[config.mk]
export PLATFORM = sky130hd
export DESIGN_NAME = ip_vdp9918_vram_ctrl_flat
export DESIGN_NICKNAME = d
export VERILOG_FILES = /design/src/rtl/ip_vdp9918_vram_ctrl_if.sv /design/src/rtl/ip_vdp9918_vram_ctrl.sv /design/src/flat_wrapper.sv
export SDC_FILE = /design/constraint.sdc
export NUM_CORES = 1
export LEC_CHECK = 0
export CORE_MARGIN = 2
export CORE_UTILIZATION = 48
export DETAILED_ROUTE_END_ITERATION = 6
export HOLD_SLACK_MARGIN = 0.1
export PLACE_DENSITY = 0.8
export SKIP_CTS_REPAIR_TIMING = 1
export SLEW_MARGIN = 20
export SYNTH_ARGS = -nofsm -noshare
export SYNTH_HDL_FRONTEND = slang
export SYNTH_SLANG_ARGS = --single-unit
[constraint.sdc]
create_clock -name clk -period 2 [get_ports clk]
set_input_delay 0.4 -clock clk [delete_from_list [all_inputs] [get_ports clk]]
set_output_delay 0.4 -clock clk [all_outputs]
set_load 0.005 [all_outputs]
[src/rtl/ip_vdp9918_vram_ctrl_if.sv]
// VDP VRAM request bus: CPU-side request/response, display fetch and the single-port VRAM pins.
// The controller takes the slave view; initiators and the memory model take the master view.
interface ip_vdp9918_vram_ctrl_if;
    logic        cpu_read;
    logic        cpu_write;
    logic [13:0] cpu_address;
    logic [7:0]  cpu_write_data;
    logic        cpu_busy;
    logic        cpu_read_ready;
    logic [7:0]  cpu_read_data;
    logic        disp_request;
    logic [13:0] disp_address;
    logic        disp_ready;
    logic [7:0]  disp_data;
    logic [13:0] mem_address;
    logic        mem_oe;
    logic        mem_we;
    logic [7:0]  mem_wdata;
    logic [7:0]  mem_rdata;

    modport slave (
        input  cpu_read, cpu_write, cpu_address, cpu_write_data,
        output cpu_busy, cpu_read_ready, cpu_read_data,
        input  disp_request, disp_address,
        output disp_ready, disp_data,
        output mem_address, mem_oe, mem_we, mem_wdata,
        input  mem_rdata
    );

    modport master (
        output cpu_read, cpu_write, cpu_address, cpu_write_data,
        input  cpu_busy, cpu_read_ready, cpu_read_data,
        output disp_request, disp_address,
        input  disp_ready, disp_data,
        input  mem_address, mem_oe, mem_we, mem_wdata,
        output mem_rdata
    );
endinterface

[src/rtl/ip_vdp9918_vram_ctrl.sv]
// VDP VRAM controller: arbitrates edge-captured CPU requests against display fetches onto one
// single-port VRAM with fixed read latency, one access outstanding at a time.
module ip_vdp9918_vram_ctrl #(
    parameter int unsigned MEM_LATENCY = 2
) (
    input logic                   clk,
    input logic                   reset,
    ip_vdp9918_vram_ctrl_if.slave bus
);
    localparam logic [2:0] LatLast = 3'(MEM_LATENCY);

    typedef enum logic [1:0] {StIdle, StAccess, StResult} state_e;

    state_e      state;
    logic        req_prev;
    logic        slot_valid;
    logic        slot_write;
    logic [13:0] slot_address;
    logic [7:0]  slot_wdata;
    logic        last_disp;
    logic        serve_disp;
    logic [2:0]  lat_cnt;

    logic        cpu_req;
    logic        capture;
    logic        write_done;
    logic        cpu_pending;
    logic        pick_disp;
    logic        pick_cpu;
    logic        sel_write;
    logic [13:0] sel_address;
    logic [7:0]  sel_wdata;

    assign cpu_req     = bus.cpu_read | bus.cpu_write;
    assign capture     = cpu_req & ~req_prev & ~slot_valid;
    // mem_we is high in the cycle after a write issue; that slot is finishing, not pending.
    assign write_done  = (state == StIdle) & bus.mem_we;
    assign cpu_pending = capture | (slot_valid & ~write_done);
    assign pick_disp   = bus.disp_request & (~cpu_pending | ~last_disp);
    assign pick_cpu    = cpu_pending & ~pick_disp;
    assign sel_write   = slot_valid ? slot_write : bus.cpu_write;
    assign sel_address = slot_valid ? slot_address : bus.cpu_address;
    assign sel_wdata   = slot_valid ? slot_wdata : bus.cpu_write_data;

    always_ff @(posedge clk) begin
        if (reset) begin
            state              <= StIdle;
            req_prev           <= 1'b0;
            slot_valid         <= 1'b0;
            slot_write         <= 1'b0;
            slot_address       <= '0;
            slot_wdata         <= '0;
            last_disp          <= 1'b0;
            serve_disp         <= 1'b0;
            lat_cnt            <= '0;
            bus.cpu_busy       <= 1'b0;
            bus.cpu_read_ready <= 1'b0;
            bus.cpu_read_data  <= '0;
            bus.disp_ready     <= 1'b0;
            bus.disp_data      <= '0;
            bus.mem_address    <= '0;
            bus.mem_oe         <= 1'b0;
            bus.mem_we         <= 1'b0;
            bus.mem_wdata      <= '0;
        end else begin
            req_prev           <= cpu_req;
            bus.mem_oe         <= 1'b0;
            bus.mem_we         <= 1'b0;
            bus.cpu_read_ready <= 1'b0;
            bus.disp_ready     <= 1'b0;

            if (capture) begin
                slot_valid   <= 1'b1;
                slot_write   <= bus.cpu_write;
                slot_address <= bus.cpu_address;
                slot_wdata   <= bus.cpu_write_data;
                bus.cpu_busy <= 1'b1;
            end

            unique case (state)
                StIdle: begin
                    if (write_done) begin
                        slot_valid   <= 1'b0;
                        bus.cpu_busy <= 1'b0;
                    end
                    if (pick_disp) begin
                        bus.mem_address <= bus.disp_address;
                        bus.mem_oe      <= 1'b1;
                        serve_disp      <= 1'b1;
                        last_disp       <= 1'b1;
                        lat_cnt         <= '0;
                        state           <= StAccess;
                    end else if (pick_cpu) begin
                        bus.mem_address <= sel_address;
                        serve_disp      <= 1'b0;
                        last_disp       <= 1'b0;
                        if (sel_write) begin
                            bus.mem_we    <= 1'b1;
                            bus.mem_wdata <= sel_wdata;
                        end else begin
                            bus.mem_oe <= 1'b1;
                            lat_cnt    <= '0;
                            state      <= StAccess;
                        end
                    end
                end
                StAccess: begin
                    // lat_cnt reaches MEM_LATENCY exactly when mem_rdata is valid.
                    if (lat_cnt == LatLast) begin
                        state <= StResult;
                        if (serve_disp) begin
                            bus.disp_ready <= 1'b1;
                            bus.disp_data  <= bus.mem_rdata;
                        end else begin
                            bus.cpu_read_ready <= 1'b1;
                            bus.cpu_read_data  <= bus.mem_rdata;
                            slot_valid         <= 1'b0;
                            bus.cpu_busy       <= 1'b0;
                        end
                    end else begin
                        lat_cnt <= lat_cnt + 3'd1;
                    end
                end
                StResult: state <= StIdle;
                default:  state <= StIdle;
            endcase
        end
    end
endmodule

[src/flat_wrapper.sv]
// flat-port wrapper written by rule: the top's interface ports become plain ports
module ip_vdp9918_vram_ctrl_flat 
#(
    parameter int unsigned MEM_LATENCY = 2
)
  (clk, reset, bus_cpu_read, bus_cpu_write, bus_cpu_address, bus_cpu_write_data, bus_cpu_busy, bus_cpu_read_ready, bus_cpu_read_data, bus_disp_request, bus_disp_address, bus_disp_ready, bus_disp_data, bus_mem_address, bus_mem_oe, bus_mem_we, bus_mem_wdata, bus_mem_rdata);
  ip_vdp9918_vram_ctrl_if bus_i ();
  input logic clk;
  input logic reset;
  input wire logic [$bits(bus_i.cpu_read)-1:0] bus_cpu_read;
  input wire logic [$bits(bus_i.cpu_write)-1:0] bus_cpu_write;
  input wire logic [$bits(bus_i.cpu_address)-1:0] bus_cpu_address;
  input wire logic [$bits(bus_i.cpu_write_data)-1:0] bus_cpu_write_data;
  output wire logic [$bits(bus_i.cpu_busy)-1:0] bus_cpu_busy;
  output wire logic [$bits(bus_i.cpu_read_ready)-1:0] bus_cpu_read_ready;
  output wire logic [$bits(bus_i.cpu_read_data)-1:0] bus_cpu_read_data;
  input wire logic [$bits(bus_i.disp_request)-1:0] bus_disp_request;
  input wire logic [$bits(bus_i.disp_address)-1:0] bus_disp_address;
  output wire logic [$bits(bus_i.disp_ready)-1:0] bus_disp_ready;
  output wire logic [$bits(bus_i.disp_data)-1:0] bus_disp_data;
  output wire logic [$bits(bus_i.mem_address)-1:0] bus_mem_address;
  output wire logic [$bits(bus_i.mem_oe)-1:0] bus_mem_oe;
  output wire logic [$bits(bus_i.mem_we)-1:0] bus_mem_we;
  output wire logic [$bits(bus_i.mem_wdata)-1:0] bus_mem_wdata;
  input wire logic [$bits(bus_i.mem_rdata)-1:0] bus_mem_rdata;
  assign bus_i.cpu_read = bus_cpu_read;
  assign bus_i.cpu_write = bus_cpu_write;
  assign bus_i.cpu_address = bus_cpu_address;
  assign bus_i.cpu_write_data = bus_cpu_write_data;
  assign bus_cpu_busy = bus_i.cpu_busy;
  assign bus_cpu_read_ready = bus_i.cpu_read_ready;
  assign bus_cpu_read_data = bus_i.cpu_read_data;
  assign bus_i.disp_request = bus_disp_request;
  assign bus_i.disp_address = bus_disp_address;
  assign bus_disp_ready = bus_i.disp_ready;
  assign bus_disp_data = bus_i.disp_data;
  assign bus_mem_address = bus_i.mem_address;
  assign bus_mem_oe = bus_i.mem_oe;
  assign bus_mem_we = bus_i.mem_we;
  assign bus_mem_wdata = bus_i.mem_wdata;
  assign bus_i.mem_rdata = bus_mem_rdata;
  ip_vdp9918_vram_ctrl #(.MEM_LATENCY(MEM_LATENCY)) u_core (.clk(clk), .reset(reset), .bus(bus_i));
endmodule
== Word level (Yosys, flattened, before mapping) ==
Index checks and enable logic that the tools add are counted.
Widths: inputs -> output; s select.
Storage, ports and cells
  register bits: 74
  output and inout bits: 43
  word-level logic and storage cells: 88
Operators by class
  $add $sub $neg: 1
  equal/unequal tests: 6
  mux-type cells: 33
  bitwise gates (word level): 19
  reduce and logical (&&, ||, !) cells: 12
Operator list (count)
  $mux 14: 3
  $mux 1: 17
  $mux 3: 4
  $not 1->1: 10
  $reduce_and 3->1: 3
  $mux 2: 4
  $mux 8: 1
  $reduce_and 4->1: 2
  $and 1x1->1: 6
  $pmux 3 s2: 1
  $pmux 1 s2: 2
  $pmux 2 s2: 1
  $reduce_bool 2->1: 2
  $reduce_or 4->1: 1
  $add 3x1->3 const B: 1
  $eq 3x2->1 const B: 1
  $ne 3x1->1 const B: 1
  $ne 3x2->1 const B: 1
  $or 1x1->1: 3
  $reduce_or 3->1: 1
  $eq 2x1->1 const B: 1
  $logic_not 2->1: 1
  $ne 2x1->1 const B: 1
  $ne 2x2->1 const B: 1
  2 further kinds: 2

== Depth between registers and ports, before layout ==
Gate-level depths: netlist of the first run.
  word-level depth: 13
  mapped depth: 7

== Worst setup path after synthesis of the first run ==
No wires, ideal clock.
  path kind: reg2reg
  from: register u_core.state[0]
  to: register u_core.bus.mem_address[0]
  arrival time: 1.422 ns
  data required time: 1.867 ns
  path slack: 0.445 ns
  cell stages (with the launch flop): 7
  period minus slack after synthesis: 1.555 ns
  path through: dfxtp_1 -> buf_6 -> or3b_4 -> a32o_2 -> nor2_4 -> buf_4 -> o221ai_1
Between the ends
  word-level cells in the longest chain between the ends: 12
  elaborated cells between the ends (all ways): 13
  those cells by class: 1 x mux; 9 x bitwise; 3 x reduce/logical
Ends and longest elaborated chain
  start: declaration: RTL line ip_vdp9918_vram_ctrl.sv:14  | state_e state;
  start signal: assignment: RTL line ip_vdp9918_vram_ctrl.sv:47  | state <= StIdle;
  start signal: assignment: RTL line ip_vdp9918_vram_ctrl.sv:92  | state <= StAccess;
  start signal: assignment: RTL line ip_vdp9918_vram_ctrl.sv:103  | state <= StAccess;
  $logic_not 2->1 (*): RTL line ip_vdp9918_vram_ctrl.sv:37, ip_vdp9918_vram_ctrl.sv:80
  $and 1x1->1: RTL line ip_vdp9918_vram_ctrl.sv:37  | assign write_done = (state == StIdle) & bus.mem_we;
  $not 1->1: RTL line ip_vdp9918_vram_ctrl.sv:38  | assign cpu_pending = capture | (slot_valid & ~write_done);
  $and 1x1->1: RTL line ip_vdp9918_vram_ctrl.sv:38
  $or 1x1->1: RTL line ip_vdp9918_vram_ctrl.sv:38
  $not 1->1: RTL line ip_vdp9918_vram_ctrl.sv:39  | assign pick_disp = bus.disp_request & (~cpu_pending | ~last_disp);
  $or 1x1->1: RTL line ip_vdp9918_vram_ctrl.sv:39
  $and 1x1->1: RTL line ip_vdp9918_vram_ctrl.sv:39
  $not 1->1: RTL line ip_vdp9918_vram_ctrl.sv:40  | assign pick_cpu = cpu_pending & ~pick_disp;
  $and 1x1->1: RTL line ip_vdp9918_vram_ctrl.sv:40
  $reduce_bool 2->1 (no source line)
  $reduce_and 2->1 (no source line)
  end signal: assignment: RTL line ip_vdp9918_vram_ctrl.sv:87  | bus.mem_address <= bus.disp_address;
  end signal: assignment: RTL line ip_vdp9918_vram_ctrl.sv:94  | bus.mem_address <= sel_address;
  end: declaration: RTL line ip_vdp9918_vram_ctrl_if.sv:26  | output mem_address, mem_oe, mem_we, mem_wdata,
Every way passes the cells marked *; elsewhere a longest branch is shown, timed or not.
A chain may end at the register's enable or synchronous reset.

== Worst setup path after layout of the first run ==
  from: register u_core.slot_valid
  to: register u_core.bus.mem_wdata[1]
Between the ends
  word-level cells in the longest chain between the ends: 9
  elaborated cells between the ends (all ways): 12
  those cells by class: 2 x mux; 9 x bitwise; 1 x reduce/logical
Ends and longest elaborated chain
  start: declaration: RTL line ip_vdp9918_vram_ctrl.sv:16  | logic slot_valid;
  start signal: assignment: RTL line ip_vdp9918_vram_ctrl.sv:49  | slot_valid <= 1'b0;
  start signal: assignment: RTL line ip_vdp9918_vram_ctrl.sv:73  | slot_valid <= 1'b1;
  start signal: assignment: RTL line ip_vdp9918_vram_ctrl.sv:83  | slot_valid <= 1'b0;
  $not 1->1: RTL line ip_vdp9918_vram_ctrl.sv:35  | assign capture = cpu_req & ~req_prev & ~slot_valid;
  $and 1x1->1: RTL line ip_vdp9918_vram_ctrl.sv:35
  $or 1x1->1: RTL line ip_vdp9918_vram_ctrl.sv:38
  $not 1->1: RTL line ip_vdp9918_vram_ctrl.sv:39
  $or 1x1->1: RTL line ip_vdp9918_vram_ctrl.sv:39
  $and 1x1->1: RTL line ip_vdp9918_vram_ctrl.sv:39
  $not 1->1: RTL line ip_vdp9918_vram_ctrl.sv:40
  $and 1x1->1: RTL line ip_vdp9918_vram_ctrl.sv:40
  $reduce_and 4->1 (no source line)
  end signal: assignment: RTL line ip_vdp9918_vram_ctrl.sv:99  | bus.mem_wdata <= sel_wdata;
  end: declaration: RTL line ip_vdp9918_vram_ctrl_if.sv:26
Several ways; a longest one is shown, not always the timed one.

==> results of run 1 <==
-- worst register-to-register path, stage by stage (launching register included) --
cell	delay [ns]
dfxtp_1	0.39
nor2_2	0.31
a22o_1	0.55
a21oi_1	0.13
a311oi_1	0.29
-- final timing paths --
check | start | to | cells after the start
worst min-delay path | reset | u_core.lat_cnt[1] | 2
worst max-delay path | u_core.slot_valid | u_core.bus.mem_wdata[1] | 4
worst min register to register | u_core.slot_address[0] | u_core.slot_address[0] | 2
worst max register to register | u_core.slot_valid | u_core.bus.mem_wdata[1] | 4
-- cells by family (layout without fill, tap and decap cells) --
kind of cell    count (synthesis)  in the layout  share of synthesized area, %
mux                            40             40                          12.8
buf+inv                        49            145                          7.05
simple gates                  129            129                          18.6
compound gates                 71             71                          15.4
flops                          74             74                          45.4
fa+ha+maj                       2              2                         0.766
-- cell type report --
type                            instances  area share (%)
Clock buffer                           12            3.64
Inverter                               18            1.49
Sequential cell                        74            32.6
Clock inverter                          4            1.60
Timing Repair Buffer                  111            24.1
Multi-Input combinational cell        242            34.4
Tap cell                               80            2.20
-- synthesized netlist by cell type (2+ instances only) --
library cell  instances  area share (%)
mux2i_1              25             7.7
nand2b_1              4            0.77
buf_6                 2            0.69
ha_1                  2            0.77
nor2_2                2            0.38
buf_2                10             1.5
nand4_1              14             2.7
nor3_1                4            0.61
nand2_1              50             5.7
buf_4                 2            0.46
nor2b_1               2            0.38
nor4_1                3            0.57
a22oi_1               2            0.46
o221ai_1             14             3.8
a211oi_1              3            0.69
clkbuf_1             15             1.7
and2_1                3            0.57
mux2_2               15             5.2
nand3_1              15             2.3
dfxtp_1              74              45
inv_1                18             2.1
nor2_1               26             3.0
or2_2                 2            0.38
a21oi_1              33             5.1
a311oi_1              9             2.4
-- layer usage --
layer  global-route usage (%)  vias up  routed length [µm]
met1                     31.2     1416                3890
met2                     38.1       99                4050
li1                         -     1478                   -
met5                        0        -                   0
met4                     5.54        0                  82
met3                     6.10        8                 451
-- state kept, by name, indices dropped and copies added (netlist names) --
name,flops
u_core.bus.mem_address,14
u_core.last_disp,1
u_core.bus.disp_ready,1
u_core.req_prev,1
u_core.bus.disp_data,8
u_core.slot_valid,1
u_core.slot_write,1
u_core.bus.cpu_read_data,8
u_core.bus.cpu_read_ready,1
u_core.slot_address,14
u_core.bus.mem_oe,1
u_core.slot_wdata,8
u_core.bus.mem_wdata,8
u_core.lat_cnt,3
u_core.bus.cpu_busy,1
u_core.bus.mem_we,1
u_core.state,2
-- power by group --
| part | switching (W) | internal, W |
|---|---|---|
| clock network | 0.000549 | 0.000803 |
| logic | 0.000329 | 0.000375 |
| registers | 0.0000708 | 0.00157 |
-- metrics by stage --
stage	worst slack [ns]	power (W)
2_1_floorplan	0.445	0.00204
3_3_place_gp	0.00955	0.00235
3_5_place_dp	-0.0312	0.00237
4_1_cts	0.254	0.00372
5_1_grt	0.0738	0.00386
6_report	0.242	0.00370
-- layout by cell type (no fill, tap or decap), drive strengths merged, types with 3 or more instances in the layout --
| cell | n |
|---|---|
| mux2 | 15 |
| clkdlybuf4s50 | 90 |
| clkbuf | 12 |
| nand2 | 50 |
| nor2 | 29 |
| nor3 | 4 |
| nand4 | 14 |
| a21oi | 33 |
| nand2b | 4 |
| mux2i | 25 |
| a311oi | 9 |
| dfxtp | 74 |
| and2 | 3 |
| nor4 | 3 |
| buf | 21 |
| nand3 | 15 |
| a211oi | 3 |
| o221ai | 14 |
| inv | 18 |
==> impl_metrics.json, run 1 <==
{
  "slowest_stage": "a22o_1",
  "layout-drive-gt1-share_pct": 13.7,
  "cts_num_sinks": 74,
  "end_kind": "flip-flop",
  "rsz0062_at_grt": "false",
  "crit_family": "compound AO/OA/AOI/OAI gates",
  "placedCellCount": 525,
  "dp_hpwl_mm": 5.97,
  "start_util_pct": 48.9,
  "rows": 30,
  "die_h_um": 86.5,
  "slew_violations": 0,
  "insertion_delay_ns": 0.34,
  "antenna_cells": 0,
  "status": "finished clean",
  "worstSetupPathType": "reg -> reg",
  "final_cells": 541,
  "grt_overflow": 0,
  "finalSetupViolCount": 0,
  "relSlewSlack_pct": 63.8,
  "vias": 3001,
  "die_width_um": 86.5,
  "cp.required_ns": 2.24,
  "netlist_area_mm2": 0.00326,
  "cp_slowest_stage_delay_ns": 0.55,
  "cp_num_buf_inv": 0,
  "final_util_pct": 68.0,
  "syn2layout_area_growth_pct": 39.2,
  "fillCellCount": 564,
  "cts_buffers": 9,
  "synth_area_per_cell_um2": 8.94,
  "post_drt_via_cell_ratio": 5.55,
  "ir_drop_uv": 584,
  "crit_fanout": 17,
  "clk_pin_slew_ns": 0.08,
  "core-area_mm2": 0.00668,
  "whs_ns": 0.308,
  "grt_pass1_vias": 2901,
  "finClkSkew_ns": 0.00998,
  "worst_pin_slew_ns": 0.543,
  "grt_usage_pct": 23.4,
  "ys_seq_elements": 74,
  "power.leakage_nw": 1.73,
  "hold_viol": 0,
  "async_reset_ff_share_pct": 0,
  "syn_nets": 416,
  "tritoncts": "done",
  "final_antenna_net_count": 0,
  "root_buffer": "clkbuf_8",
  "drc": 0,
  "nets": 507,
  "dr.first_iter.drc_count": 144,
  "ys_types": 41,
  "grt_pass1_wl_mm": 13.9,
  "tns_ns": 0,
  "layout_worst_path_cycle_share_pct": 87.9,
  "first_pass_iters": 4,
  "synthCells": 365,
  "max_cap_violations": 0,
  "power.density_mw_per_mm2": 814,
  "ys_seq_area_share_pct": 45.4,
  "fp.dieArea_mm2": 0.00748,
  "io_buffers": 91,
  "dpl_cell_area_mm2": 0.00431,
  "finalCriticalPeriod_ns": 1.76,
  "reg2reg_slack_ns": 0.24,
  "synth-main-ff-cell": "dfxtp_1",
  "cts_max_path_buffers": 2,
  "multiInputGateArea_mm2": 0.00156,
  "grt_max_degree": 30,
  "max_freq_mhz": 569,
  "regArea_mm2": 0.00148,
  "cts_max_level": 3,
  "critPathArrivalTime_ns": 2.00,
  "fin_area_mm2": 0.00454,
  "path_cells": "nor2_2 -> a22o_1 -> a21oi_1 -> a311oi_1",
  "startpoint_type": "flip-flop",
  "gp_congestion": 0.812,
  "grt_antenna_before_repair": 0,
  "yosys_warnings": 0,
  "ios": 92,
  "hold_class": "in -> reg",
  "wl_per_cell_um": 15.7,
  "synth_edf_count": 0,
  "wl_mm": 8.48
}
No activity file was read; power rests on OpenSTA's default activity.
==> run 2, diff against run 1 <==
--- a/config.mk
+++ b/config.mk
@@ -7,8 +7,9 @@
 export LEC_CHECK = 0
 export CORE_MARGIN = 2
 export CORE_UTILIZATION = 48
+export CTS_CLUSTER_DIAMETER = 60
 export DETAILED_ROUTE_END_ITERATION = 6
-export HOLD_SLACK_MARGIN = 0.1
+export HOLD_SLACK_MARGIN = 0.12
 export PLACE_DENSITY = 0.8
 export SKIP_CTS_REPAIR_TIMING = 1
 export SLEW_MARGIN = 20
==> results of run 2 <==
Same layout as run 1: the final DEF is identical, and so are final timing and power.
